`config.mk`:
```
export PLATFORM = sky130hd
export DESIGN_NAME = adc_sar_seq
export DESIGN_NICKNAME = d
export VERILOG_FILES = /design/src/rtl/adc_sar_seq_pkg.sv /design/src/rtl/adc_sar_seq_core.sv /design/src/rtl/adc_sar_seq.sv
export SDC_FILE = /design/constraint.sdc
export NUM_CORES = 1
export LEC_CHECK = 0
export ABC_AREA = 0
export CORE_UTILIZATION = 45
export DETAILED_ROUTE_END_ITERATION = 12
export PLACE_DENSITY = 0.76
export SLEW_MARGIN = 20
export SYNTH_ARGS = -nofsm -noshare
export SYNTH_HDL_FRONTEND = slang
export SYNTH_SLANG_ARGS = --single-unit
```
`constraint.sdc`:
```
create_clock -name clk -period 3.75 [get_ports clk]
set_clock_uncertainty 0.15 [all_clocks]
set_input_delay 0.5625 -clock clk [delete_from_list [all_inputs] [get_ports clk]]
set_output_delay 0.5625 -clock clk [all_outputs]
set_load 0.05 [all_outputs]
```
`src/rtl/adc_sar_seq_pkg.sv`:
```
// Shared types and default sizing for the SAR ADC scan sequencer and its conversion core.
package adc_sar_seq_pkg;

    localparam int DEF_N            = 12;
    localparam int DEF_NCH          = 4;
    localparam int DEF_AVG_LOG2_MAX = 4;
    localparam int DEF_SAMPLE_CYC   = 4;
    localparam int DEF_RDY_TIMEOUT  = 15;

    localparam int CH_W  = (DEF_NCH > 1) ? $clog2(DEF_NCH) : 1;
    localparam int AVG_W = $clog2(DEF_AVG_LOG2_MAX + 1);
    localparam int ACC_W = DEF_N + DEF_AVG_LOG2_MAX;

    typedef enum logic [2:0] {
        IDLE,
        SELECT,
        SAMPLE,
        CONVERT,
        ACCUM,
        RESULT
    } adc_sar_seq_state_t;

    typedef enum logic [1:0] {
        PH_IDLE,
        PH_SAMPLE,
        PH_CONV
    } adc_sar_core_phase_t;

    // Index widths never collapse to zero bits, even for a single channel.
    function automatic int clog2_min1(input int v);
        return (v > 1) ? $clog2(v) : 1;
    endfunction

endpackage

```
`src/rtl/adc_sar_seq_core.sv`:
```
// Single-conversion SAR engine: sample window, MSB-first binary search, per-bit ms_rdy timeout.
module adc_sar_seq_core
    import adc_sar_seq_pkg::*;
#(
    parameter int N           = DEF_N,
    parameter int SAMPLE_CYC  = DEF_SAMPLE_CYC,
    parameter int RDY_TIMEOUT = DEF_RDY_TIMEOUT
) (
    input  logic         clk,
    input  logic         rst,
    input  logic         start,
    input  logic         abort,
    input  logic         ms_rdy,
    input  logic         ms_cmp,
    output logic         sample_done,
    output logic         done,
    output logic         timeout,
    output logic [N-1:0] code,
    output logic         ms_sample,
    output logic [N-1:0] ms_dac,
    output logic         ms_clk
);

    localparam int SW = clog2_min1(SAMPLE_CYC);
    localparam int WW = clog2_min1(RDY_TIMEOUT);
    localparam int BW = clog2_min1(N);

    adc_sar_core_phase_t phase;
    logic [SW-1:0] scnt;
    logic [WW-1:0] wcnt;
    logic [BW-1:0] bit_idx;
    logic [N-1:0]  res;
    logic          rdy_ok;
    logic          bit_end;
    logic          gate_en;

    // ms_rdy in the first cycle of a bit is ignored so every bit takes at least two cycles.
    assign rdy_ok      = ms_rdy && (wcnt != '0);
    assign bit_end     = (phase == PH_CONV) && (rdy_ok || (wcnt == WW'(RDY_TIMEOUT - 1)));
    assign timeout     = bit_end && !rdy_ok;
    assign done        = bit_end && (bit_idx == '0);
    assign sample_done = (phase == PH_SAMPLE) && (scnt == SW'(SAMPLE_CYC - 1));
    assign code        = res;
    assign ms_sample   = (phase == PH_SAMPLE);
    assign ms_dac      = (phase == PH_CONV) ? (res | (N'(1) << bit_idx)) : '0;

    always_ff @(posedge clk) begin
        if (rst || abort) begin
            phase   <= PH_IDLE;
            scnt    <= '0;
            wcnt    <= '0;
            bit_idx <= '0;
            res     <= '0;
        end else begin
            case (phase)
                PH_IDLE: begin
                    if (start) begin
                        phase <= PH_SAMPLE;
                        scnt  <= '0;
                        res   <= '0;
                    end
                end
                PH_SAMPLE: begin
                    if (sample_done) begin
                        phase   <= PH_CONV;
                        bit_idx <= BW'(N - 1);
                        wcnt    <= '0;
                    end else begin
                        scnt <= scnt + 1'b1;
                    end
                end
                PH_CONV: begin
                    if (bit_end) begin
                        res[bit_idx] <= rdy_ok & ms_cmp;
                        wcnt         <= '0;
                        if (bit_idx == '0) phase <= PH_IDLE;
                        else bit_idx <= bit_idx - 1'b1;
                    end else begin
                        wcnt <= wcnt + 1'b1;
                    end
                end
                default: phase <= PH_IDLE;
            endcase
        end
    end

    // Enable captured on the falling edge keeps the gated comparator clock glitch-free.
    always_ff @(negedge clk) begin
        gate_en <= (phase == PH_CONV) && !rst;
    end

    assign ms_clk = clk & gate_en;

endmodule

```
`src/rtl/adc_sar_seq.sv`:
```
// SAR ADC scan sequencer with per-channel 2**k averaging; `ADC_SAR_SEQ_WINDOW_EN adds a window comparator.
module adc_sar_seq
    import adc_sar_seq_pkg::*;
#(
    parameter int N            = DEF_N,
    parameter int NCH          = DEF_NCH,
    parameter int AVG_LOG2_MAX = DEF_AVG_LOG2_MAX,
    parameter int SAMPLE_CYC   = DEF_SAMPLE_CYC,
    parameter int RDY_TIMEOUT  = DEF_RDY_TIMEOUT
) (
    input  logic                                   clk,
    input  logic                                   rst,
    input  logic                                   enable,
    input  logic                                   soc,
    input  logic [NCH-1:0]                         ch_mask,
    input  logic [clog2_min1(AVG_LOG2_MAX+1)-1:0]  avg_log2,
    input  logic                                   continuous,
    output logic                                   eoc,
    output logic                                   eoc_it,
    output logic                                   eoa,
    output logic [N-1:0]                           dout,
    output logic [clog2_min1(NCH)-1:0]             dout_ch,
    output logic                                   err_timeout,
`ifdef ADC_SAR_SEQ_WINDOW_EN
    input  logic [N-1:0]                           win_lo,
    input  logic [N-1:0]                           win_hi,
    output logic                                   win_it,
`endif
    output logic                                   ms_clk,
    output logic                                   ms_sample,
    output logic [clog2_min1(NCH)-1:0]             ms_chsel,
    output logic [N-1:0]                           ms_dac,
    input  logic                                   ms_rdy,
    input  logic                                   ms_cmp
);

    localparam int CHW  = clog2_min1(NCH);
    localparam int AW   = clog2_min1(AVG_LOG2_MAX + 1);
    localparam int ACCW = N + AVG_LOG2_MAX;
    localparam int CNTW = AVG_LOG2_MAX + 1;

    adc_sar_seq_state_t state, next_state;
    logic [NCH-1:0]  rem_q;
    logic [AW-1:0]   avg_q;
    logic [CHW-1:0]  chan_q;
    logic [CNTW-1:0] conv_cnt;
    logic [ACCW-1:0] acc_q;
    logic [ACCW-1:0] acc_sum;
    logic [N-1:0]    code;
    logic            core_start;
    logic            sample_done;
    logic            conv_done;
    logic            bit_timeout;
    logic            more_ch;
    logic            last_conv;

    function automatic logic [CHW-1:0] lowest(input logic [NCH-1:0] m);
        lowest = '0;
        for (int i = NCH - 1; i >= 0; i--) begin
            if (m[i]) lowest = CHW'(i);
        end
    endfunction

    assign more_ch    = |rem_q;
    assign acc_sum    = acc_q + ACCW'(code);
    assign last_conv  = (conv_cnt + 1'b1) == (CNTW'(1) << avg_q);
    assign core_start = enable && ((state == SELECT) || (state == ACCUM && !last_conv));

    adc_sar_seq_core #(
        .N           (N),
        .SAMPLE_CYC  (SAMPLE_CYC),
        .RDY_TIMEOUT (RDY_TIMEOUT)
    ) u_core (
        .clk         (clk),
        .rst         (rst),
        .start       (core_start),
        .abort       (!enable),
        .ms_rdy      (ms_rdy),
        .ms_cmp      (ms_cmp),
        .sample_done (sample_done),
        .done        (conv_done),
        .timeout     (bit_timeout),
        .code        (code),
        .ms_sample   (ms_sample),
        .ms_dac      (ms_dac),
        .ms_clk      (ms_clk)
    );

    always_ff @(posedge clk) begin
        if (rst) begin
            state       <= IDLE;
            rem_q       <= '0;
            avg_q       <= '0;
            chan_q      <= '0;
            conv_cnt    <= '0;
            acc_q       <= '0;
            dout        <= '0;
            dout_ch     <= '0;
            err_timeout <= 1'b0;
        end else begin
            state <= next_state;
            if (bit_timeout) err_timeout <= 1'b1;
            else if (state == IDLE && next_state == SELECT) err_timeout <= 1'b0;

            // A fresh scan (from IDLE or a continuous restart) re-latches the mask and depth.
            if (next_state == SELECT && (state == IDLE || !more_ch)) begin
                rem_q  <= ch_mask;
                chan_q <= lowest(ch_mask);
                avg_q  <= (avg_log2 > AW'(AVG_LOG2_MAX)) ? AW'(AVG_LOG2_MAX) : avg_log2;
            end else if (next_state == SELECT) begin
                chan_q <= lowest(rem_q);
            end

            if (state == SELECT) begin
                rem_q    <= rem_q & ~(NCH'(1) << chan_q);
                conv_cnt <= '0;
                acc_q    <= '0;
            end
            if (state == ACCUM && enable) begin
                acc_q    <= acc_sum;
                conv_cnt <= conv_cnt + 1'b1;
            end
            if (state == ACCUM && next_state == RESULT) begin
                dout    <= N'(acc_sum >> avg_q);
                dout_ch <= chan_q;
            end
        end
    end

    always_comb begin
        next_state = state;
        if (!enable) begin
            next_state = IDLE;
        end else begin
            case (state)
                IDLE:    if (soc && |ch_mask) next_state = SELECT;
                SELECT:  next_state = SAMPLE;
                SAMPLE:  if (sample_done) next_state = CONVERT;
                CONVERT: if (conv_done) next_state = ACCUM;
                ACCUM:   next_state = last_conv ? RESULT : SAMPLE;
                RESULT:  next_state = (more_ch || (continuous && |ch_mask)) ? SELECT : IDLE;
                default: next_state = IDLE;
            endcase
        end
    end

    always_comb begin
        eoc      = (state == IDLE);
        eoc_it   = (state == RESULT);
        eoa      = (state == RESULT) && !more_ch;
        ms_chsel = (state == IDLE) ? '0 : chan_q;
    end

`ifdef ADC_SAR_SEQ_WINDOW_EN
    assign win_it = eoc_it && (win_lo <= win_hi) && ((dout < win_lo) || (dout > win_hi));
`endif

endmodule
```
# Word level (Yosys, flattened, before mapping)
# Cells that the tools add are included.
# op_classes
n_addsub,5
n_lt_le_gt_ge,3
eq_ne,18
n_shift,4
mux,49
bitwise,5
reduce_logical,44
# op_table
cell,count
two-way mux 12 bit,3
two-way mux 2 bit,17
two-way mux 16 bit,2
two-way mux 4 bit,7
case mux 12 bit (2 select lines),1
two-way mux 3 bit,6
case mux 3 bit (6 select lines),1
adder 16 x 12 -> 16 bit,1
logical AND 1 bit,16
case mux 4 bit (2 select lines),2
>> shifter 16 x 3 -> 12 bit,1
nonzero test 2 bit,7
bitwise mux 12 bit,1
bitwise OR 12 bit,1
"left shift 1 x 4 -> 12 bit, first input constant",1
two-way mux 5 bit,2
"== test 3 bit, second input constant",3
"inequality test 2 bit, second input constant",4
AND reduction 4 bit,2
OR reduction 4 bit,2
"== test 3 x 1 -> 1 bit, second input constant",2
"== test 3 x 2 -> 1 bit, second input constant",2
case mux 2 bit (3 select lines),1
AND reduction 3 bit,2
27 further kinds,41
# word_totals
regBits,73
input_bits,14
output_inout_bits,34
wordCells,143

# Longest topological paths before layout
# Gate-level depths: netlist of the first run.
# logic_depth
word_depth,12
depth_mapped,11
depth_no_buf,10

# By module
# From an unflattened synthesis of the first run, not the netlist that was laid out.
# hier_totals
hier_cells,629
area_unflattened_um2,4971.0
# modules_own_cells
module,instances,cells_each,area_per_inst_um2,seq_area_each_um2
adc_sar_seq,1,450,3542.1,960.9
adc_sar_seq_core,1,179,1428.9,500.5

==> results of run 1 <==
## power groups by stage
stage               combinational [mW]  sequential, mW  clock (mW)
global placement                 0.109           0.807     0.00334
global route                     0.123           0.792        1.00
floorplan                       0.0807           0.800     0.00334
finish                           0.113           0.791       0.955
CTS                              0.112           0.791       0.967
detailed placement               0.111           0.808     0.00334
## cells in the final DEF, fill, tap and decap left out, drive strengths merged, types with 3 or more instances in the layout
master,count
nand2b,15
dfxtp,73
a221oi,3
ha,22
a31oi,11
nor2,108
o22ai,8
nor3b,8
a21o,4
xor2,5
nand2,64
o21ai,26
a21oi,93
nand4,3
clkdlybuf4s50,46
xnor2,9
o211ai,10
and2,8
mux2,4
buf,14
a211o,3
clkinv,4
and3,10
or2,4
a211oi,16
a22oi,5
nand3,30
nor2b,7
nor4,3
clkbuf,15
inv,17
nor3,11
o31ai,12
or3,7
mux2i,12
## metal layers
metal / track usage [%] / vias to the layer above / part of all wire, %
li1: - / 2579 / -
met1: 31.2 / 2478 / 46
met2: 37.4 / 170 / 46
met3: 7.88 / 15 / 7.0
met4: 5.43 / 0 / 0.89
met5: 0 / - / 0
## stage by stage
step / power [mW] / TNS, ps / hold slack [ps] / setup WS, ps
finish: 1.86 / 0 / 304 / 9.10
global placement: 0.920 / -8.86 / 297 / -8.86
global route: 1.91 / -16.1 / 315 / -16.1
CTS: 1.87 / -12.7 / 309 / -12.7
floorplan: 0.884 / 0 / 302 / 332
detailed placement: 0.922 / -21.5 / 297 / -21.5
## tightest hold or removal path, stage by stage, from the launching register on
cell	delay [ps]
dfxtp_1	310
nand2_1	50
o21ai_1	50
## kinds of logic (layout without fill, tap and decap cells)
logic type | Yosys count | in the layout | share of synthesized area [%]
mux | 18 | 18 | 4.00
fa+ha+maj | 23 | 23 | 5.62
xor+xnor | 16 | 16 | 3.33
simple gates | 285 | 285 | 25.3
flops | 73 | 73 | 27.8
buf+inv | 74 | 97 | 5.98
compound gates | 218 | 218 | 28.0
## worst max-delay path by stage
| stage | start | cells after the start | to | slack [ps] |
|---|---|---|---|---|
| floorplan | u_core.phase[0] | 5 | u_core.gate_en | 330 |
| global placement | u_core.gate_en | 2 | ms_clk | -9 |
| detailed placement | u_core.gate_en | 2 | ms_clk | -20 |
| CTS | u_core.gate_en | 2 | ms_clk | -10 |
| global route | u_core.gate_en | 2 | ms_clk | -20 |
| finish | u_core.gate_en | 2 | ms_clk | 9 |
## cells in the mapped netlist (5+ instances only)
library cell / number / area share, %
inv_1: 17 / 1.2
mux2i_1: 12 / 2.3
xor2_1: 5 / 0.83
xnor2_1: 8 / 1.3
clkbuf_1: 39 / 2.8
a21oi_1: 88 / 8.4
ha_1: 22 / 5.2
o211ai_1: 9 / 1.3
o31ai_1: 12 / 1.7
buf_2: 7 / 0.67
nand3_1: 30 / 2.9
a211oi_1: 15 / 2.1
nor2_1: 108 / 7.7
nor3b_1: 8 / 1.1
o22ai_1: 7 / 0.83
or3_1: 7 / 0.83
nor3_1: 11 / 1.0
and2_1: 8 / 0.95
a31oi_1: 9 / 1.1
nand2b_1: 15 / 1.8
dfxtp_1: 73 / 28
and3_1: 10 / 1.2
o21ai_0: 23 / 2.2
nand2_1: 64 / 4.6
nor2b_1: 7 / 0.83
## sequential cells by signal (all words and copies together) (netlist names)
register        cells
u_core.code        12
state               3
avg_q               3
u_core.phase        2
u_core.scnt         2
dout               12
err_timeout         1
dout_ch             2
conv_cnt            5
u_core.bit_idx      4
acc_q              16
u_core.wcnt         4
rem_q               4
u_core.gate_en      1
chan_q              2
## cell type report
class / count / area [um^2]
Fill cell: 1062 / 5310
Multi-Input combinational cell: 560 / 3480
Sequential cell: 73 / 1460
Timing Repair Buffer: 59 / 558
Clock buffer: 16 / 337
Tap cell: 143 / 179
Inverter: 18 / 67.6
Clock inverter: 4 / 21.3
## repair_timing
item / 4_1_cts / 5_1_grt
resized for setup: 11 / 0
setup endpoints to repair: 2 / 2
pin swaps: 1 / 1
setup buffers: 0 / 0
==> results.md, run 1 <==
- DPL Wire Length: 9790 um
- Crit-path max FO: 1
- Status: complete, no violations
- Final core utilization: a little over half
- Critical path buffer and inverter count: 1
- Avg Synthesized Cell Area: about 7.4 um^2
- Seq pwr share: 42.6%
- Primary FF master, synth: dfxtp_1
- Placed insts: approximately 860
- Design area: 6110 um^2
- Die W: between 100 and 150 um
- Iteration-0 DRC Markers: about 360
- All-layer global routing usage: between 20% and 30%
- IO Pins: 48
- Slowest stage delay, CP: ~310 ps
- EDFF count, synth: 0
- Hold Violations, Final: 0
- Drt first pass iters: 6
- Sequential share of the synthesized area: between 20% and 30%
- Startpoint types: flop
- Final GP Congestion: slightly above 0.9
- Cells along the critical path: and2_4 > buf_8
- Ys async rst share: 0%
- Area growth, synth to finish: 16.2%
- Worst skew pair latency: between 400 and 500 ps
- Hold_buf cts: 0
- DR WL/cell: between 15 and 20 um
- Cell area after placement: about 5800 um^2
- Critical Path RT: between 3000 and 4000 ps
- Worst ir drop on vdd: 0.000435 V
- Critical path type: flop to primary output
- Routed via count: approximately 5,200
- Number of max-cap violations: 0
- Min-delay worst type: flop to flop
- Antenna violations before repair: 0
- Clock-pin transition on the worst setup and hold timing paths: 50 ps
- Total grt overflow: 0
- Unique masters post-synth: 80
- Antenna cells: 0
- WHS Path Cells: 2
- # port buffers: 47
- R2R Setup Slk: between 400 and 500 ps
- Critical R2R Capture: dout[11]
- Leak: roughly 2.3 nW
- Mapped cell area: ~5300 um^2
- Fin nets: between 700 and 800
- Reg2Reg Depth: 10
- Antenna viol nets, final: 0
- Number of global-route vias before repair: ~4,600
- Sw Pwr: 435 uW
- RR Startpoint: u_core.code[0]
- Final Slew Violations: 0
- Critical path endpoint category: primary output
- Critical path's top delay family: flip-flops
- Largest net degree at the start of global routing: 48
- Die area: roughly 12,000 um^2
- Placeable Area: approximately 11,000 um^2
- Hold path startpoint: dout[9]
- Final setup violating endpoints: 0
- RSZ-0062 raised after global routing: true
- First-pass GRT wire length: 22,300 um
- Final cell count without fillers: approximately 870
- WL final: about 14,000 um
- Row count: 39
- Worst Tran Pin Value: 826 ps
- CP max stage cell: dfxtp_2
- Yosys warns: 0
- Syn_nets: 744
- Starting density of the core: a little under half
- P per Cell Area: roughly 300 nW/um^2
- # DRC: 0
- Internal power: between 1 and 1.5 mW
- TritonCTS clock tree: built
- Layout cell share with drive strength beyond 1: 8.36%
- Clock power frac: between 50% and 60%
- Combinational power share: under 10%
- Vias per inst: 6.00
- Hold endpoint: dout[9]
- #FFs+latches synth: 73
- Rel. slew slack: 44.8%
- Gate Count Post-Synth: ~700
- Crit path arrival time: a little over 3000 ps
- Die height: between 100 and 150 um
- Sw Share: a little under a quarter
Note: power is estimated with default switching activity, not from simulation.
==> inputs of run 2 (changes only) <==
- SETUP_SLACK_MARGIN: not set -> 0.02
==> results of run 2 <==
The final DEF is identical to that of run 1; final timing and power are the same.
==> inputs of run 3 (changes only) <==
- SETUP_SLACK_MARGIN: 0.02 -> 0.1
==> results of run 3 <==
The final DEF is identical to that of run 1; final timing and power are the same.
